### src/rtl/muldiv_pkg.sv
`default_nettype none
//------------------------------------------------------------------------------
// Module      : muldiv_pkg
// Description : Shared definitions for the HI/LO multiply/divide unit:
//               ALU control codes, sequencer state encoding, default width.
// Revision    : 1.0 - initial release
//------------------------------------------------------------------------------
package muldiv_pkg;

    localparam int WIDTH_DEF = 32;

    // ALU control codes handled by the HI/LO unit (shared with the ALU decoder)
    localparam logic [3:0] CTL_MULTU = 4'b1100;
    localparam logic [3:0] CTL_DIVU  = 4'b1101;
    localparam logic [3:0] CTL_MULT  = 4'b1110;
    localparam logic [3:0] CTL_DIV   = 4'b1111;

    // Sequencer states
    typedef enum logic [1:0] {
        IDLE = 2'd0,
        CALC = 2'd1,
        FIX  = 2'd2
    } state_t;

    // True for any code owned by this unit (bit0 = divide, bit1 = signed)
    function automatic logic is_muldiv(input logic [3:0] ctl);
        return (ctl[3:2] == 2'b11);
    endfunction

endpackage
`default_nettype wire

### src/rtl/muldiv_step.sv
`default_nettype none
//------------------------------------------------------------------------------
// Module      : muldiv_step
// Description : One combinational iteration of the sequencer. Multiply does a
//               shift-add step on {upper, multiplier}; divide does a restoring
//               step on {remainder, quotient}.
// Revision    : 1.0 - initial release
//------------------------------------------------------------------------------
module muldiv_step
    import muldiv_pkg::*;
#(
    parameter int WIDTH = WIDTH_DEF
) (
    input  logic [2*WIDTH-1:0] acc,
    input  logic [WIDTH-1:0]   operand,
    input  logic               is_div,
    output logic [2*WIDTH-1:0] acc_next
);

    logic [WIDTH:0]   w_mul_sum;
    logic [WIDTH:0]   w_rem_sh;
    logic             w_ge;
    logic [WIDTH-1:0] w_diff;

    // Single iteration; the shifted remainder keeps its carry-out bit so the
    // trial compare is exact for divisors with the MSB set.
    always_comb begin
        w_mul_sum = {1'b0, acc[2*WIDTH-1:WIDTH]} + (acc[0] ? {1'b0, operand} : {(WIDTH+1){1'b0}});
        w_rem_sh  = acc[2*WIDTH-1:WIDTH-1];
        w_ge      = (w_rem_sh >= {1'b0, operand});
        w_diff    = w_rem_sh[WIDTH-1:0] - operand;
        acc_next  = {w_mul_sum, acc[WIDTH-1:1]};
        if (is_div) begin
            if (w_ge) begin
                acc_next = {w_diff, acc[WIDTH-2:0], 1'b1};
            end else begin
                acc_next = {w_rem_sh[WIDTH-1:0], acc[WIDTH-2:0], 1'b0};
            end
        end
    end

endmodule
`default_nettype wire

### src/rtl/muldiv_sequencer.sv
`default_nettype none
//------------------------------------------------------------------------------
// Module      : muldiv_sequencer
// Description : Multi-cycle HI/LO unit (MULTU/DIVU/MULT/DIV). One iteration per
//               clock, results committed to HI/LO in a final fix-up cycle.
//               Stalls the pipeline while an operation is in flight.
// Revision    : 1.0 - initial release
//------------------------------------------------------------------------------
module muldiv_sequencer
    import muldiv_pkg::*;
#(
    parameter int WIDTH = WIDTH_DEF,
    parameter int CNT_W = 6
) (
    input  logic             clk,
    input  logic             rst_n,
    input  logic             start,
    input  logic [3:0]       control,
    input  logic [WIDTH-1:0] in1,
    input  logic [WIDTH-1:0] in2,
    input  logic             hi_we,
    input  logic             lo_we,
    input  logic [WIDTH-1:0] wdata,
    output logic             busy,
    output logic             stall,
    output logic             done,
    output logic             dz,
    output logic [WIDTH-1:0] hi,
    output logic [WIDTH-1:0] lo
);

    localparam logic [CNT_W-1:0] C_LAST = CNT_W'(WIDTH - 1);

    state_t             r_state;
    logic [2*WIDTH-1:0] r_acc;
    logic [WIDTH-1:0]   r_op;
    logic [CNT_W-1:0]   r_cnt;
    logic               r_is_div;
    logic               r_neg_q;
    logic               r_neg_r;
    logic               r_zero;
    logic               r_busy;
    logic               r_done;
    logic               r_dz;
    logic [WIDTH-1:0]   r_hi;
    logic [WIDTH-1:0]   r_lo;

    logic               w_accept;
    logic               w_a_neg;
    logic               w_b_neg;
    logic [WIDTH-1:0]   w_abs_a;
    logic [WIDTH-1:0]   w_abs_b;
    logic [2*WIDTH-1:0] w_acc_next;
    logic [2*WIDTH-1:0] w_prod;
    logic [WIDTH-1:0]   w_quot;
    logic [WIDTH-1:0]   w_rem;

    // Request decode and operand magnitude / final sign correction
    always_comb begin
        w_accept = start & is_muldiv(control) & (r_state == IDLE);
        w_a_neg  = control[1] & in1[WIDTH-1];
        w_b_neg  = control[1] & in2[WIDTH-1];
        w_abs_a  = w_a_neg ? (~in1 + 1'b1) : in1;
        w_abs_b  = w_b_neg ? (~in2 + 1'b1) : in2;
        w_prod   = r_neg_q ? (~r_acc + 1'b1) : r_acc;
        w_quot   = r_neg_q ? (~r_acc[WIDTH-1:0] + 1'b1) : r_acc[WIDTH-1:0];
        w_rem    = r_neg_r ? (~r_acc[2*WIDTH-1:WIDTH] + 1'b1) : r_acc[2*WIDTH-1:WIDTH];
    end

    muldiv_step #(
        .WIDTH (WIDTH)
    ) u_step (
        .acc      (r_acc),
        .operand  (r_op),
        .is_div   (r_is_div),
        .acc_next (w_acc_next)
    );

    // Sequencer FSM with architectural HI/LO and registered status outputs
    always_ff @(posedge clk or negedge rst_n) begin
        if (!rst_n) begin
            r_state  <= IDLE;
            r_acc    <= '0;
            r_op     <= '0;
            r_cnt    <= '0;
            r_is_div <= 1'b0;
            r_neg_q  <= 1'b0;
            r_neg_r  <= 1'b0;
            r_zero   <= 1'b0;
            r_busy   <= 1'b0;
            r_done   <= 1'b0;
            r_dz     <= 1'b0;
            r_hi     <= '0;
            r_lo     <= '0;
        end else begin
            r_done <= 1'b0;
            case (r_state)
                IDLE: begin
                    // mthi/mtlo only land while idle; an accepted op overwrites at FIX
                    if (hi_we) r_hi <= wdata;
                    if (lo_we) r_lo <= wdata;
                    if (w_accept) begin
                        r_busy   <= 1'b1;
                        r_dz     <= 1'b0;
                        r_cnt    <= '0;
                        r_is_div <= control[0];
                        r_neg_q  <= w_a_neg ^ w_b_neg;
                        r_neg_r  <= w_a_neg;
                        if (control[0] && (in2 == '0)) begin
                            // Divide by zero: park the final HI/LO values and skip CALC
                            r_zero  <= 1'b1;
                            r_op    <= '0;
                            r_acc   <= {in1, {WIDTH{1'b1}}};
                            r_state <= FIX;
                        end else begin
                            // Multiply: operand = multiplicand, low half = multiplier.
                            // Divide:   operand = divisor,      low half = dividend.
                            r_zero  <= 1'b0;
                            r_op    <= control[0] ? w_abs_b : w_abs_a;
                            r_acc   <= {{WIDTH{1'b0}}, (control[0] ? w_abs_a : w_abs_b)};
                            r_state <= CALC;
                        end
                    end
                end
                CALC: begin
                    r_acc <= w_acc_next;
                    r_cnt <= r_cnt + 1'b1;
                    if (r_cnt == C_LAST) begin
                        r_state <= FIX;
                    end
                end
                FIX: begin
                    if (r_zero) begin
                        r_hi <= r_acc[2*WIDTH-1:WIDTH];
                        r_lo <= r_acc[WIDTH-1:0];
                        r_dz <= 1'b1;
                    end else if (r_is_div) begin
                        r_hi <= w_rem;
                        r_lo <= w_quot;
                    end else begin
                        r_hi <= w_prod[2*WIDTH-1:WIDTH];
                        r_lo <= w_prod[WIDTH-1:0];
                    end
                    r_busy  <= 1'b0;
                    r_done  <= 1'b1;
                    r_state <= IDLE;
                end
                default: begin
                    r_state <= IDLE;
                end
            endcase
        end
    end

    assign busy  = r_busy;
    assign stall = r_busy | w_accept;
    assign done  = r_done;
    assign dz    = r_dz;
    assign hi    = r_hi;
    assign lo    = r_lo;

endmodule
`default_nettype wire

### config.mk
export PLATFORM = sky130hd
export DESIGN_NAME = muldiv_sequencer
export DESIGN_NICKNAME = d
export VERILOG_FILES = /design/src/rtl/muldiv_pkg.sv /design/src/rtl/muldiv_step.sv /design/src/rtl/muldiv_sequencer.sv
export SDC_FILE = /design/constraint.sdc
export NUM_CORES = 1
export LEC_CHECK = 0
export ABC_AREA = 0
export BUFFER_PORTS_ARGS = -buffer_cell sky130_fd_sc_hd__buf_4
export CAP_MARGIN = 25
export CORE_MARGIN = 5
export CORE_UTILIZATION = 55
export DETAILED_ROUTE_END_ITERATION = 6
export PLACE_DENSITY = 0.87
export SLEW_MARGIN = 20
export SYNTH_ARGS = -nofsm -noshare
export SYNTH_HDL_FRONTEND = slang
export SYNTH_SLANG_ARGS = --single-unit
### constraint.sdc
create_clock -name clk -period 3.75 [get_ports clk]
set_input_delay 0 -clock clk [delete_from_list [all_inputs] [get_ports clk]]
set_output_delay 0 -clock clk [all_outputs]
set_load 0.005 [all_outputs]
# Word level (Yosys, flattened, before mapping)
# Cells that the tools add are included.
[totals]
register_bits = 175
inputBits = 105
output_inout_bits = 68
elab_cells = 89
[op_classes]
add_sub_neg = 8
n_lt_le_gt_ge = 1
n_eq_ne = 9
n_mux = 35
bitwise_logic = 11
n_reduce_logical = 12
[ops]
columns = ["cell", "n"]
rows = [
  ["2-to-1 mux 32 bit", 14],
  ["2-to-1 mux 64 bit", 5],
  ["adder 32 x 1 -> 32 bit, second input constant", 4],
  ["inverter 32 bit", 4],
  ["one-hot mux 32 bit (2 select lines)", 2],
  ["one-hot mux 64 bit (2 select lines)", 1],
  ["adder 64 x 1 -> 64 bit, second input constant", 1],
  ["inverter 64 bit", 1],
  ["adder 32 x 33 -> 33 bit", 1],
  ["greater-or-equal comparator 33 x 32 -> 1 bit", 1],
  ["logical NOT 32 bit", 1],
  ["subtractor 32 bit", 1],
  ["one-hot mux 6 bit (2 select lines)", 1],
  ["AND reduction 2 bit", 6],
  ["inequality test 2 bit, second input constant", 5],
  ["adder 6 x 1 -> 6 bit, second input constant", 1],
  ["== test 6 x 5 -> 1 bit, second input constant", 1],
  ["2-to-1 mux 2 bit", 3],
  ["2-to-1 mux 6 bit", 1],
  ["2-to-1 mux 1 bit", 5],
  ["bitwise AND 1 bit", 4],
  ["== test 2 bit, second input constant", 2],
  ["one-hot mux 1 bit (2 select lines)", 2],
  ["one-hot mux 2 bit (2 select lines)", 1],
  ["other kinds (7)", 8],
]

# Depth between registers and ports, before layout
[depth]
depth_word = 7
mapped_depth = 14

# Modules after synthesis
# From an unflattened synthesis, not the netlist that was laid out.
[unflattened]
hier_cells = 1998
hier_area_um2 = 15662.5
[by_module_without_submodules]
columns = ["module", "instances", "cells_each", "area_per_inst_um2"]
rows = [
  ["muldiv_sequencer", 1, 1327, 10964.3],
  ["muldiv_step", 1, 671, 4698.3],
]

# Worst setup path after synthesis
# No wires, ideal clock.
[synth_path]
path_type = "flip-flop to flip-flop"
start = "register r_acc[0]"
end = "register r_acc[52]"
setup_time_ns = 0.137
t_arrival_ns = 3.207
slack_ns = 0.406
path_stages_with_launch = 14
path_buffers = 1
period_less_slack_ns = 3.344
cell_sequence = "dfrtp_1 inv_1 clkbuf_1 nor2_1 ha_1 nand3_1 o2111ai_1 a311oi_1 o31ai_1 o21bai_1 a21boi_0 mux2_2 a2111oi_0 a21oi_1"
[synth_via]
elab_chain_len = 4
[synth_lines]
columns = ["element", "line", "source"]
rows = [
  ["start: declaration", "muldiv_sequencer.sv:35", "logic [2*WIDTH-1:0] r_acc;"],
  ["start signal: assignment", "muldiv_sequencer.sv:113", "r_acc <= {in1, {WIDTH{1'b1}}};"],
  ["start signal: assignment", "muldiv_sequencer.sv:120", "r_acc <= {{WIDTH{1'b0}}, (control[0] ? w_abs_a : w_abs_b)};"],
  ["start signal: assignment", "muldiv_sequencer.sv:126", "r_acc <= w_acc_next;"],
  ["2-to-1 mux 32 bit", "muldiv_step.sv:28", "w_mul_sum = {1'b0, acc[2*WIDTH-1:WIDTH]} + (acc[0] ? {1'b0, operand} : {(WIDTH+1){1'b0}});"],
  ["adder 32 x 33 -> 33 bit", "muldiv_step.sv:28", ""],
  ["2-to-1 mux 64 bit", "muldiv_step.sv:33", "if (is_div) begin"],
  ["one-hot mux 64 bit (2 select lines)", "muldiv_sequencer.sv:97", "case (r_state)"],
]
# Every way passes these cells.
# A chain may end at the register's enable or synchronous reset.

# Final worst setup path
[layout_path]
start = "register r_op[15]"
end = "register r_acc[41]"
[layout_via]
elab_chain_len = 4
[layout_lines]
columns = ["element", "line", "source"]
rows = [
  ["start: declaration", "muldiv_sequencer.sv:36", "logic [WIDTH-1:0] r_op;"],
  ["start signal: assignment", "muldiv_sequencer.sv:119", "r_op <= control[0] ? w_abs_b : w_abs_a;"],
  ["greater-or-equal comparator 33 x 32 -> 1 bit", "muldiv_step.sv:30", "w_ge = (w_rem_sh >= {1'b0, operand});"],
  ["2-to-1 mux 64 bit", "muldiv_step.sv:34", "if (w_ge) begin"],
  ["2-to-1 mux 64 bit", "muldiv_step.sv:33", ""],
  ["one-hot mux 64 bit (2 select lines)", "muldiv_sequencer.sv:97", ""],
]
# Every way passes these cells.

==> flow_metrics.py <==
metrics = {
    "yosys": {
        "synth_cell_types": 73,
        "synth_edf_count": 0,
        "yosysMostFrequentCell": "nand2_1",
        "yosys_warnings": 0,
        "yosys.area.top_type": "dfrtp_1",
        "ys_ff_latch": 175,
        "yosys-top-cells-count": "233 x nand2_1, 193 x nor2_1, 180 x o21ai_0",
        "synth_area_leaders": "dfrtp_1 28%, o21ai_0 5.8%, nand2_1 5.7%",
        "ys.flop_type": "dfrtp_1",
        "syn_area_per_cell_um2": 7.73,
        "yosysTopAreaCellShare": 0.284,
        "syn-num-nets": 2171,
        "netlist_area_um2": 15400,
        "seq_area_frac_synth": 0.284,
        "synth-async-reset-ratio": 1.00,
        "netlist_instances": 1995,
    },
    "critical_path": {
        "slowest_delay_ns": 0.47,
        "arrival_ns": 3.94,
        "worst_ep_required_time_ns": 4.03,
        "start_kind": "flop",
        "crit_path_end_kind": "flop",
        "cp_max_fo": 10,
        "path_cells": "inv_1 -> ha_1 -> and3_1 -> nand2_1 -> nor2_1 -> a2111oi_1 -> nand2_1 -> a31oi_4 -> buf_4 -> mux2_2 -> a211oi_1 -> a31oi_1",
        "r2r_slack_ns": 0.09,
        "critPathMostFrequentCell": "nand2_1",
        "crit_path_top_delay_cell": "a2111oi_1",
        "critPathKind": "flop to flop",
    },
    "routing": {
        "num_vias": 17207,
        "drt_iter0_drc": 1948,
        "ant_nets": 0,
        "drc": 3,
        "first_pass_iters": 7,
        "wl_mm": 62.7,
        "wire_per_inst_um": 24.0,
        "via_per_inst": 6.59,
    },
    "sta": {
        "rsz0062_at_grt": "no",
        "setup_tns_ns": 0,
        "fin_crit_sh": 0.976,
        "tightest_slew_ns": 1.02,
        "finalHoldViolations": 0,
        "slew_violations": 0,
        "min_period_ns": 3.66,
        "fmax_ghz": 0.273,
        "hold_slack_ns": 0.00504,
        "setup_viol": 0,
        "timing.slew.headroom": 0.316,
        "skew_ns": 0.0229,
    },
    "flow_run": {
        "cap_violations": 0,
    },
    "placement": {
        "gp_congestion": 1.06,
        "numPortBuffers": 172,
        "post-dp-hpwl_mm": 47.4,
    },
    "die": {
        "die_w_um": 177,
        "num_rows": 61,
        "dieArea_um2": 31500,
        "coreArea_um2": 27700,
        "die_y_um": 177,
        "start_util": 0.557,
        "io_pins": 173,
    },
    "final_layout": {
        "regArea_um2": 4380,
        "area_growth_pct": 22.0,
        "nNetsFinal": 2397,
        "drive_gt1_frac": 0.161,
        "multi_input_area_um2": 10400,
        "diodes": 0,
        "fill_cells": 2287,
    },
    "outcome": {
        "status": "complete, but fails checks",
        "violations": "DRC",
    },
    "pwr": {
        "power_density_nw_per_um2": 835,
        "p_leak_uw": 0.00816,
        "vdd_drop_max_mv": 0.579,
    },
    "worst_hold_path": {
        "hp-class": "primary input to flop",
    },
    "clock_network": {
        "clock-root-buffer": "clkbuf_16",
        "cts_sinks": 175,
        "cts_made_buffers": 17,
        "worstSkewPairLatency_ns": 0.46,
        "cts_tree": "done",
        "clock_path_buffers": 2,
        "clk_pin_slew_ns": 0.10,
        "htreeDepth": 4,
    },
    "global_routing": {
        "grt_pass1_wl_mm": 94.7,
        "antenna_found_initial": 0,
        "overflow": 0,
        "grt_max_degree": 83,
        "gr-usage-all-layers": 0.388,
        "grt_pass1_vias": 16321,
    },
}
-- per-layer routing --
metal | vias to the layer above | GRT usage | part of all wire
met5 | - | 0 | 0
met3 | 247 | 0.0722 | 0.10
met1 | 8169 | 0.500 | 0.38
li1 | 7691 | - | -
met4 | 0 | 0.226 | 0.072
met2 | 1100 | 0.613 | 0.44
-- metrics by stage --
| stage | setup slack (ns) | cell area (um2) | total power, uW | util | cells |
|---|---|---|---|---|---|
| 6_report | 0.0896 | 18800 | 15700 | 0.679 | 2612 |
| 5_1_grt | 0.00547 | 18800 | 16600 | 0.679 | 2612 |
| 4_1_cts | 0.0892 | 18700 | 15300 | 0.676 | 2610 |
| 3_5_place_dp | 0.101 | 17500 | 13200 | 0.630 | 2514 |
| 3_3_place_gp | 0.151 | 17500 | 13000 | 0.630 | 2514 |
| 2_1_floorplan | 0.406 | 15400 | 9690 | - | 1995 |
-- state kept, by name, summed over array words and instances (netlist names) --
register  cells
r_acc        64
hi           32
lo           32
r_op         32
r_cnt         6
r_state       2
busy          1
done          1
dz            1
r_is_div      1
r_neg_q       1
r_neg_r       1
r_zero        1
-- where the power goes --
group,internal (uW),total [uW],switching [uW]
Sequential,2570,3350,786
Clock,939,1980,1040
Combinational,4410,10400,5970
Total,7910,15700,7800
-- cells in the final DEF (no fill, tap or decap), types with 6 or more instances in the layout --
| cell | n |
|---|---|
| a21boi_0 | 7 |
| a211oi_1 | 35 |
| or3_1 | 23 |
| or4_1 | 17 |
| inv_1 | 58 |
| a31oi_1 | 27 |
| nor3_1 | 64 |
| nand3_1 | 45 |
| nand2_1 | 233 |
| a221oi_1 | 30 |
| dfrtp_1 | 174 |
| nand4_1 | 10 |
| xnor2_1 | 91 |
| mux2_2 | 21 |
| or2_2 | 6 |
| and2_1 | 16 |
| nor4_1 | 14 |
| mux2i_1 | 51 |
| xor2_1 | 77 |
| ha_1 | 67 |
| dlygate4sd3_1 | 64 |
| o21bai_1 | 12 |
| o22ai_1 | 11 |
| o41ai_1 | 7 |
| and3_1 | 14 |
| a22oi_1 | 6 |
| o211ai_1 | 18 |
| nand2b_1 | 16 |
| clkinv_8 | 6 |
| nor3b_1 | 7 |
| a21o_1 | 33 |
| buf_4 | 266 |
| clkbuf_16 | 17 |
| o31ai_1 | 45 |
| o21ai_0 | 179 |
| o221ai_1 | 9 |
| a21oi_1 | 153 |
| nor2b_1 | 20 |
| nor2_1 | 192 |
-- final cells by class --
| class | count | share of cell area |
|---|---|---|
| clock buffer | 17 | 0.0226 |
| clock inverter | 15 | 0.0115 |
| inverter | 58 | 0.0116 |
| multi-input combinational | 1637 | 0.554 |
| sequential | 175 | 0.233 |
| tap | 378 | 0.0251 |
| timing repair buffer | 332 | 0.142 |
-- worst paths after layout --
check / from / end / cells past startpoint
worst max-delay path: r_op[15]$_DFFE_PN0P_ / r_acc[41]$_DFFE_PN0P_ / 12
worst min-delay path: in2[4] / r_acc[4]$_DFFE_PN0P_ / 4
worst max register to register: r_op[15]$_DFFE_PN0P_ / r_acc[41]$_DFFE_PN0P_ / 12
worst min register to register: lo[26]$_DFFE_PN0P_ / lo[26]$_DFFE_PN0P_ / 2
max in group asynchronous: rst_n / r_op[22]$_DFFE_PN0P_ / 3
min in group asynchronous: rst_n / hi[0]$_DFFE_PN0P_ / 2
-- worst max-delay path: cells and delay by family, from the launching register on --
kind | cells | cell delay, ns
flops | 1 | 0.40
simple gates | 4 | 0.68
buf+inv | 2 | 0.48
mux | 1 | 0.37
fa+ha+maj | 1 | 0.34
compound gates | 4 | 1.22
-- kinds of logic after synthesis --
| kind of cell | Yosys count | synth area share |
|---|---|---|
| compound gates | 631 | 0.259 |
| simple gates | 695 | 0.209 |
| fa+ha+maj | 71 | 0.0586 |
| buf+inv | 183 | 0.0460 |
| flops | 175 | 0.284 |
| xor+xnor | 168 | 0.0954 |
| mux | 72 | 0.0484 |
-- what timing repair did --
action | CTS | global route
setup buffers | 0 | 0
hold buffers | 64 | 0
gates resized for setup | 0 | 16
hold endpoints to repair | 144 | 0
setup endpoints to repair | 0 | 18
(Power assumes the default switching activity.)
